$ cat src/rtl/wave_meter_if.sv
// Measurement bundle between the wave meter and its consumer.
// The meter drives the results; the consumer supplies the wave.
interface wave_meter_if #(
  parameter int W = 4
);
  logic         wave_in;
  logic [W-1:0] on_us;
  logic [W-1:0] off_us;
  logic         valid;
  logic         locked;
  logic         ovf;

  modport master (
    input  wave_in,
    output on_us,
    output off_us,
    output valid,
    output locked,
    output ovf
  );

  modport slave (
    output wave_in,
    input  on_us,
    input  off_us,
    input  valid,
    input  locked,
    input  ovf
  );
endinterface

$ cat src/rtl/wave_meter.sv
// Square-wave meter: measures high/low time of each period in us
// and publishes them on every rise that closes a full period.
module wave_meter #(
  parameter int CLK_PER_US = 12,
  parameter int W          = 4
) (
  input  logic       clk,
  input  logic       reset,
  wave_meter_if.master m
);

  localparam logic [1:0]   S_IDLE  = 2'd0;
  localparam logic [1:0]   S_HIGH  = 2'd1;
  localparam logic [1:0]   S_LOW   = 2'd2;
  localparam logic [7:0]   PSC_MAX = 8'(CLK_PER_US - 1);
  localparam logic [W-1:0] CNT_MAX = '1;

  logic [2:0]   sync_q,   sync_d;
  logic [1:0]   warm_q,   warm_d;
  logic [7:0]   psc_q,    psc_d;
  logic [W-1:0] cnt_q,    cnt_d;
  logic [1:0]   state_q,  state_d;
  logic [W-1:0] hi_hold_q, hi_hold_d;
  logic         hi_sat_q, hi_sat_d;
  logic [W-1:0] on_q,     on_d;
  logic [W-1:0] off_q,    off_d;
  logic         valid_q,  valid_d;
  logic         locked_q, locked_d;
  logic         ovf_q,    ovf_d;

  logic armed;
  logic rise;
  logic fall;
  logic edge_p;
  logic tick;
  logic cnt_sat;
  logic ovf_new;

  // edges are masked until the third stage holds a real sample,
  // so a wave already high at reset release is not seen as a rise
  always_comb begin
    sync_d  = {sync_q[1:0], m.wave_in};
    warm_d  = (warm_q == 2'd3) ? warm_q : warm_q + 2'd1;
    armed   = (warm_q == 2'd3);
    rise    = armed &  sync_q[1] & ~sync_q[2];
    fall    = armed & ~sync_q[1] &  sync_q[2];
    edge_p  = rise | fall;
    tick    = (psc_q == PSC_MAX) & ~edge_p;
    cnt_sat = (cnt_q == CNT_MAX);
  end

  always_comb begin
    psc_d = psc_q;
    cnt_d = cnt_q;
    if (edge_p) begin
      psc_d = 8'd1;
      cnt_d = '0;
    end else begin
      psc_d = (psc_q == PSC_MAX) ? 8'd0 : psc_q + 8'd1;
      if (tick && !cnt_sat)
        cnt_d = cnt_q + 1'b1;
    end
  end

  always_comb begin
    state_d   = state_q;
    hi_hold_d = hi_hold_q;
    hi_sat_d  = hi_sat_q;
    on_d      = on_q;
    off_d     = off_q;
    ovf_d     = ovf_q;
    valid_d   = 1'b0;
    locked_d  = locked_q;
    ovf_new   = hi_sat_q | cnt_sat;
    if (state_q != S_IDLE && cnt_sat)
      locked_d = 1'b0;
    unique case (state_q)
      S_IDLE: begin
        if (rise)
          state_d = S_HIGH;
      end
      S_HIGH: begin
        if (fall) begin
          state_d   = S_LOW;
          hi_hold_d = cnt_q;
          hi_sat_d  = cnt_sat;
        end
      end
      S_LOW: begin
        if (rise) begin
          state_d  = S_HIGH;
          on_d     = hi_hold_q;
          off_d    = cnt_q;
          ovf_d    = ovf_new;
          valid_d  = 1'b1;
          locked_d = ~ovf_new;
        end
      end
      default: state_d = S_IDLE;
    endcase
  end

  always_ff @(posedge clk) begin
    if (reset) begin
      sync_q    <= '0;
      warm_q    <= '0;
      psc_q     <= '0;
      cnt_q     <= '0;
      state_q   <= S_IDLE;
      hi_hold_q <= '0;
      hi_sat_q  <= 1'b0;
      on_q      <= '0;
      off_q     <= '0;
      valid_q   <= 1'b0;
      locked_q  <= 1'b0;
      ovf_q     <= 1'b0;
    end else begin
      sync_q    <= sync_d;
      warm_q    <= warm_d;
      psc_q     <= psc_d;
      cnt_q     <= cnt_d;
      state_q   <= state_d;
      hi_hold_q <= hi_hold_d;
      hi_sat_q  <= hi_sat_d;
      on_q      <= on_d;
      off_q     <= off_d;
      valid_q   <= valid_d;
      locked_q  <= locked_d;
      ovf_q     <= ovf_d;
    end
  end

  assign m.on_us  = on_q;
  assign m.off_us = off_q;
  assign m.valid  = valid_q;
  assign m.locked = locked_q;
  assign m.ovf    = ovf_q;

endmodule

$ cat src/flat_wrapper.sv
// flat-port wrapper written by rule: the top's interface ports become plain ports
module wave_meter_flat 
#(
  parameter int CLK_PER_US = 12,
  parameter int W          = 4
)
  (clk, reset, m_wave_in, m_on_us, m_off_us, m_valid, m_locked, m_ovf);
  wave_meter_if #(.W(W)) m_i ();
  input  logic clk;
  input  logic reset;
  input wire logic [$bits(m_i.wave_in)-1:0] m_wave_in;
  output wire logic [$bits(m_i.on_us)-1:0] m_on_us;
  output wire logic [$bits(m_i.off_us)-1:0] m_off_us;
  output wire logic [$bits(m_i.valid)-1:0] m_valid;
  output wire logic [$bits(m_i.locked)-1:0] m_locked;
  output wire logic [$bits(m_i.ovf)-1:0] m_ovf;
  assign m_i.wave_in = m_wave_in;
  assign m_on_us = m_i.on_us;
  assign m_off_us = m_i.off_us;
  assign m_valid = m_i.valid;
  assign m_locked = m_i.locked;
  assign m_ovf = m_i.ovf;
  wave_meter #(.CLK_PER_US(CLK_PER_US), .W(W)) u_core (.clk(clk), .reset(reset), .m(m_i));
endmodule
$ cat config.mk
export PLATFORM = sky130hd
export DESIGN_NAME = wave_meter_flat
export DESIGN_NICKNAME = d
export VERILOG_FILES = /design/src/rtl/wave_meter_if.sv /design/src/rtl/wave_meter.sv /design/src/flat_wrapper.sv
export SDC_FILE = /design/constraint.sdc
export NUM_CORES = 1
export LEC_CHECK = 0
export CAP_MARGIN = 20
export CORE_MARGIN = 3
export CORE_UTILIZATION = 40
export CTS_CLUSTER_DIAMETER = 60
export DETAILED_ROUTE_END_ITERATION = 12
export PLACE_DENSITY_LB_ADDON = 0.08
export SLEW_MARGIN = 20
export SYNTH_ARGS = -nofsm -noshare
export SYNTH_HDL_FRONTEND = slang
export SYNTH_SLANG_ARGS = --single-unit
$ cat constraint.sdc
create_clock -name clk -period 4.9 [get_ports clk]
set_clock_uncertainty 0.15 [all_clocks]
set_input_delay 0.98 -clock clk [delete_from_list [all_inputs] [get_ports clk]]
set_output_delay 0.98 -clock clk [all_outputs]
set_load 0.05 [all_outputs]
* After elaboration in Yosys (flattened, before gate mapping)
Cells that the tools add are included.
Word-level totals: bits in registers 35, latch bits 0, RAM bits 0, ROM bits 0, bits of input ports 3, output and inout bits 11, logic and storage cells 56, memories 0
Operators by class: $add $sub $neg 3, multipliers 0, divide/modulo/power cells 0, magnitude comparators 0, equality and inequality tests 7, shift operators 0, multiplexer cells 9, bitwise logic cells 12, reduce and logical (&&, ||, !) cells 12
Operator list (number):
- $add 8x1->8 const B | 1
- $eq 8x4->1 const B | 1
- $mux 1 | 6
- $reduce_and 2->1 | 3
- $reduce_or 2->1 | 3
- $and 1x1->1 | 5
- $not 1->1 | 5
- $add 4x1->4 const B | 1
- $eq 2x2->1 const B | 2
- $eq 4x4->1 const B | 1
- $mux 2 | 2
- $ne 2x1->1 const B | 2
- $pmux 2 s2 | 1
- $reduce_or 3->1 | 1
- $add 2x1->2 const B | 1
- $eq 2x1->1 const B | 1
- $logic_and 1x1->1 | 2
- $logic_not 2->1 | 1
- $or 1x1->1 | 2
- $reduce_bool 2->1 | 1
- $logic_not 1->1 | 1

* Longest topological paths before layout
Gate-level depths: netlist (run 1).
depth in word-level cells 7, gate-level depth with buffers 7, gate-level depth less buffers 5

* Worst setup path after synthesis (run 1)
Ideal clock, no wire load.
path kind input to register, from in reset, to reg u_core.cnt_q[3], arrival time 1.891 ns, required time 4.691 ns, path slack 2.800 ns, cell stages on the path 5, buffers on the path 1, cell sequence clkbuf_1 inv_1 o21ai_0 or4_1 nand2_1
On the way: longest elaborated chain between the ends 1
Ends and longest elaborated chain:
- start: declaration | RTL line flat_wrapper.sv:10 | input logic reset;
- $reduce_or 2->1 (no source line)
- end signal: assignment | RTL line wave_meter.sv:121 | cnt_q <= cnt_d;
- end: declaration | RTL line wave_meter.sv:21 | logic [W-1:0] cnt_q, cnt_d;
No other way between the ends. A chain may end at the register's enable or synchronous reset.

* Worst setup path after layout (run 1)
Ends and elaborated chain as after synthesis.

==> results of run 1 <==
==> worst max-delay path, delay by kind of cell <==
kind	cells	cell delay, ps
buffers and inverters	2	1170
and+or+nand+nor	2	590
AOI/OAI and AO/OA	1	160
==> final cells by class <==
type	instances	share of cell area, %
Clock inverter	1	0.302
Timing Repair Buffer	13	7.85
Multi-Input combinational cell	115	42.1
Clock buffer	6	3.10
Inverter	4	0.906
Sequential cell	35	42.3
Tap cell	46	3.47
==> cells by family (layout without fill, tap and decap cells) <==
logic type | after synthesis | after routing | synth area share (%)
and+or+nand+nor | 76 | 76 | 28.7
DFF | 35 | 35 | 48.7
AOI/OAI and AO/OA | 25 | 25 | 10.2
buffers and inverters | 10 | 24 | 2.87
xor gates and xnor gates | 9 | 9 | 5.48
adders and majority gates | 3 | 3 | 2.61
muxes | 2 | 2 | 1.48
==> Yosys cell counts (2+ instances only) <==
cell type	number
a21oi_1	16
and3_1	4
and4bb_2	2
buf_2	3
clkbuf_1	3
dfxtp_1	35
ha_1	3
inv_1	4
nand2_1	28
nand2b_1	2
nand3_1	7
nand4_1	2
nor2_1	15
nor2b_1	4
nor3_1	2
nor3_2	2
o21a_1	2
o21ai_0	3
xnor2_1	3
xor2_1	6
==> path summary, 6_finish.rpt <==
check / start / endpoint / slack [ps] / cells after the start
worst max-delay path: reset / u_core.cnt_q[3]$_SDFFE_PP0P_ / 2130 / 5
worst min register to register: u_core.sync_q[0]$_SDFF_PP0_ / u_core.sync_q[1]$_SDFF_PP0_ / 300 / 1
worst min-delay path: u_core.sync_q[0]$_SDFF_PP0_ / u_core.sync_q[1]$_SDFF_PP0_ / 300 / 1
worst max register to register: u_core.warm_q[0]$_SDFFE_PP0P_ / u_core.m.locked$_SDFF_PP0_ / 2860 / 5
==> state kept, by name (all words and copies together) (netlist names) <==
name and count:
u_core.m.ovf 1, u_core.hi_sat_q 1, u_core.m.on_us 4, u_core.hi_hold_q 4, u_core.sync_q 3, u_core.m.off_us 4
u_core.m.valid 1, u_core.state_q 2, u_core.m.locked 1, u_core.cnt_q 4, u_core.psc_q 8, u_core.warm_q 2
==> per-layer routing <==
metal | vias to the layer above | GRT usage, % | wire (um)
met4 | 0 | 6.85 | 55
met5 | - | 0 | 0
met3 | 7 | 5.61 | 117
li1 | 578 | - | -
met1 | 473 | 18.8 | 1310
met2 | 20 | 18.9 | 1040
==> cell usage in the layout (no fill, tap or decap), types with 5 or more instances in the layout <==
cell type        Yosys  layout
nand3_1              7       7
clkdlybuf4s50_1      0      13
xor2_1               6       6
nand2_1             28      28
clkbuf_4             0       5
dfxtp_1             35      35
nor2_1              15      15
a21oi_1             16      16
==> metrics by stage <==
step / utilization [%] / area, sq um / hold slack [ps]
2_1_floorplan: - / 1440 / 264
3_3_place_gp: 47.2 / 1600 / 280
3_5_place_dp: 47.2 / 1600 / 282
4_1_cts: 48.9 / 1660 / 306
5_1_grt: 48.9 / 1660 / 316
6_report: 48.9 / 1660 / 299
==> where the power goes <==
group / internal (mW) / switching [mW]
clock: 0.0664 / 0.0919
combinational: 0.0154 / 0.0166
sequential: 0.293 / 0.00694
total: 0.374 / 0.115
==> metrics, run 1 <==
Final min period=~2800 ps; wire per inst=roughly 11 um; via count=1078; status=completed; EDFF count, synth=0; die width=around 66 um; gr usage total=roughly 14%; CTS Sinks=35; WP data required=5030 ps; Post-CTS Hold Buffers=0; type of origin of the critical path=input port; CTS Buf Count=5; Synth top area share=between 40% and 50%; fin crit share=56.6%; Clock H-tree levels=2; min-delay worst type=reg2reg; Synth area leaders=dfxtp_1 49%, nand2_1 7.3%, a21oi_1 5.6%; Final WS setup=2130 ps; CTS root buf=clkbuf_4; core area=0.00339 sq mm; vias in the first global route=about 940; area delta synth->final=15.1%; HPWL Detailed=roughly 1.8 mm; Port Buffer Count=13; post-CTS setup buffers=0; initial core utilization=42.5%; Die Span Y=around 66 um; average cell area after synthesis=approximately 9 sq um; total die area=roughly 0.0044 sq mm; first-pass GRT wire length=between 4 and 5 mm; 1st-iter DRT viols=37; clock-pin transition on the worst setup and hold timing paths=about 100 ps; I/O pins=14; power per standard cell area=just under 300 mW/mm^2; Worst Tran Pin Value=approximately 900 ps; Distinct cells, synth=34; multi-input logic area=between 600 and 700 sq um; Slew Limit Fails=0; drt first pass iters=4; f_max=approximately 360 MHz; sequential-to-total area share from yosys stat=48.7%; slew margin rel.=just under 40%; RSZ-0062 raised after global routing=no; Max clock buf depth=2; cells after synthesis=160; WP data arrival=2900 ps; non-filler cells in the finished layout=220; syn_nets=approximately 170; FFs w/ async S/R, synth=0%; CTS tree=yes; initial antenna violation count=0; # setup viols final=0; largest net degree at the start of global routing=28; CP endpoint kind=flop; Fin. Hold Viols=0; Synth warnings=0; # nets final=180; maxcap violations=0; dpl ws=roughly 1800 ps; Ant. Diodes=0; row count=21; Worst IR Drop VDD=between 100 and 150 uV; leakage power=between 0.6 and 0.7 nW; FF+latch count, synth=35; crit-path max cell delay=870 ps; post-synth top area cell=dfxtp_1; slowest stage cell, crit path=clkdlybuf4s50_1; mapped cell area=0.00144 sq mm; Skew-Pair Late Insertion Delay=between 300 and 400 ps; sequential cell area=701 sq um; RD Place Congestion=0.819; Total Power=slightly below 0.5 mW; drt total wl=approximately 2.5 mm; setup_tns=0 ps; Antenna Violating Nets Remaining=0; cell breakdown of the critical path=clkdlybuf4s50_1 > inv_1 > o21ai_0 > or4_1 > nand2_1; Fill cells=approximately 310; Setup CP Type=in2reg; vias per cell=4.90; Post-Place Cells=around 210; Main synth FF type=dfxtp_1; layout cells sized above 1=between 8 and 9%; drc violations=0; gr ovfl total=0; crit-path max FO=27; CTS resizes=0
Note: power is estimated with default switching activity, not from simulation.
==> inputs of run 2 (changes only) <==
==> constraint.sdc (replaced) <==
create_clock -name clk -period 2.6 [get_ports clk]
set_clock_uncertainty 0.15 [all_clocks]
set_input_delay 0.52 -clock clk [delete_from_list [all_inputs] [get_ports clk]]
set_output_delay 0.52 -clock clk [all_outputs]
set_load 0.05 [all_outputs]
==> run 2 against run 1 <==
Compared with the run above:
- clock-buffer cell count decreased by 1
- clock power grew to 3.1 times the previous value
- critical path depth decreased by 4
- register-to-register slack worse by 2300 ps
- non-clock buffer count grew 1
- cell count is 0.91% higher
- first-iteration DRC count grew 11%
- sequential power is 88% higher
- combinational power is 91% higher
- global-route usage increased by 0.95 points
==> metrics, run 2 (synthesis results as in run 1) <==
drc violations=0 (unchanged); gr ovfl total=0 (unchanged); vias per cell=4.92 (+0.39%); Fin. Hold Viols=0 (unchanged); cell area after layout=0.00171 sq mm (+3.4%); area delta synth->final=19.0%; Final WS setup=425 ps (-1700 ps); drt total wl=2.56 mm (+1.1%); first-pass GRT wire length=4.85 mm (+7.3%); initial antenna violation count=0 (unchanged); HPWL Detailed=1.84 mm (+1.8%); maxcap violations=0 (unchanged); Slew Limit Fails=0 (unchanged); cell breakdown of the critical path=clkdlybuf4s50_1; # nets final=181 (+0.56%); Buf+Inv Stages, Crit Path=1 (-1); crit-path max FO=2 (-93%); RD Place Congestion=0.732 (-11%); WP data required=1930 ps (-3100 ps); total die area=0.00435 sq mm (unchanged); Clock H-tree levels=2 (unchanged); leakage power=0.665 nW (+3.4%); Total Power=1.12 mW (+130%); vias in the first global route=1063 (+13%); fin crit share=between 80% and 90%; cell family with most CP delay=buffers and inverters; slew margin rel.=63.5% (+24 points); layout cells sized above 1=9.66% (+1.0 points); WP data arrival=1510 ps (-1390 ps); RSZ-0062 raised after global routing=no; row count=21 (unchanged); Post-CTS Hold Buffers=0 (unchanged); core area=0.00339 sq mm (unchanged); Worst Tran Pin Value=545 ps (-358 ps); Antenna Violating Nets Remaining=0 (unchanged); crit-path max cell delay=800 ps (-70 ps); status=completed; Most flops, register=u_core.psc_q; CTS tree=yes; f_max=460 MHz; dpl ws=573 ps (-1210 ps); Worst IR Drop VDD=487 uV (+310%); CTS Sinks=35 (unchanged); Final min period=about 2200 ps; Skew-Pair Late Insertion Delay=340 ps (about the same); CP endpoint kind=output pin; non-filler cells in the finished layout=222 (+0.91%); clock-pin transition on the worst setup and hold timing paths=120 ps (+20 ps); die width=66.0 um (unchanged); CTS root buf=clkbuf_4; slowest stage cell, crit path=clkdlybuf4s50_1; Port Buffer Count=13 (unchanged); largest net degree at the start of global routing=27 (-3.6%); drt first pass iters=4 (unchanged); Setup CP Type=reg2out; most frequent cells in the layout=35 x dfxtp_1, 28 x nand2_1, 16 x a21oi_1; type of origin of the critical path=flop; gr usage total=14.8% (+0.95 points); DP Area=0.00161 sq mm (+0.47%); CTS Buf Count=5 (unchanged); Post-Place Cells=214 (+0.47%); power per standard cell area=652 mW/mm^2 (+120%); post-CTS setup buffers=0 (unchanged); setup_tns=0 ps (unchanged); via count=1092 (+1.3%); most common cell after layout, fill and taps aside=dfxtp_1; CTS resizes=0 (unchanged); Ant. Diodes=0 (unchanged); max reg flops=8 (unchanged); initial core utilization=42.5% (unchanged); # setup viols final=0 (unchanged); Max clock buf depth=2 (unchanged); Die Span Y=66.0 um (unchanged); 1st-iter DRT viols=41 (+11%); wire per inst=11.5 um (+0.24%); I/O pins=14 (unchanged); min-delay worst type=reg2reg
[run 2: changes by cell type in the layout (fill, tap and decap cells not counted)]
cell        previous run  this run
buf_4                  0         1
clkinv_2               1         0
clkinvlp_4             0         1
clkbuf_8               1         0
bufinv_16              0         2
[run 2: routing by layer]
layer	vias up	GRT usage (%)	part of all wire [%]
met5	-	0	0
met3	6	5.61	4.4
met4	0	6.85	2.0
met2	16	22.2	42
met1	492	18.8	51
li1	578	-	-
[run 2: path summary, 6_finish.rpt]
check,from,endpoint,slack [ps],cells after the start
max,u_core.m.locked$_SDFF_PP0_,m_locked,420,1
min,u_core.m.off_us[1]$_SDFFE_PP0P_,u_core.m.off_us[1]$_SDFFE_PP0P_,310,2
max reg2reg,u_core.warm_q[0]$_SDFFE_PP0P_,u_core.m.locked$_SDFF_PP0_,580,5
min reg2reg,u_core.m.off_us[1]$_SDFFE_PP0P_,u_core.m.off_us[1]$_SDFFE_PP0P_,310,2
[run 2: worst register-to-register path, delay by kind of cell (launching register included)]
kind,cells,cell delay (ps)
adders and majority gates,1,310
and+or+nand+nor,3,950
DFF,1,360
AOI/OAI and AO/OA,1,160
[run 2: final cells by class]
type / count / area (sq um)
repair buffers: 14 / 138
flip-flops and latches: 35 / 701
inverters: 4 / 15.0
multi-input cells: 115 / 697
clock inverters: 3 / 67.6
fillers: 328 / 1680
well taps: 46 / 57.6
clock buffers: 5 / 37.5
[run 2: power breakdown]
part,switching [mW],internal (mW)
sequential,0.0134,0.552
combinational,0.0310,0.0299
clock,0.192,0.299
total,0.237,0.880
[run 2: metrics by stage]
stage	hold WS (ps)	util, %
after floorplan	264	-
after global placement	291	47.4
after detailed placement	290	47.4
after CTS	314	50.5
after global routing	336	50.5
final	311	50.5
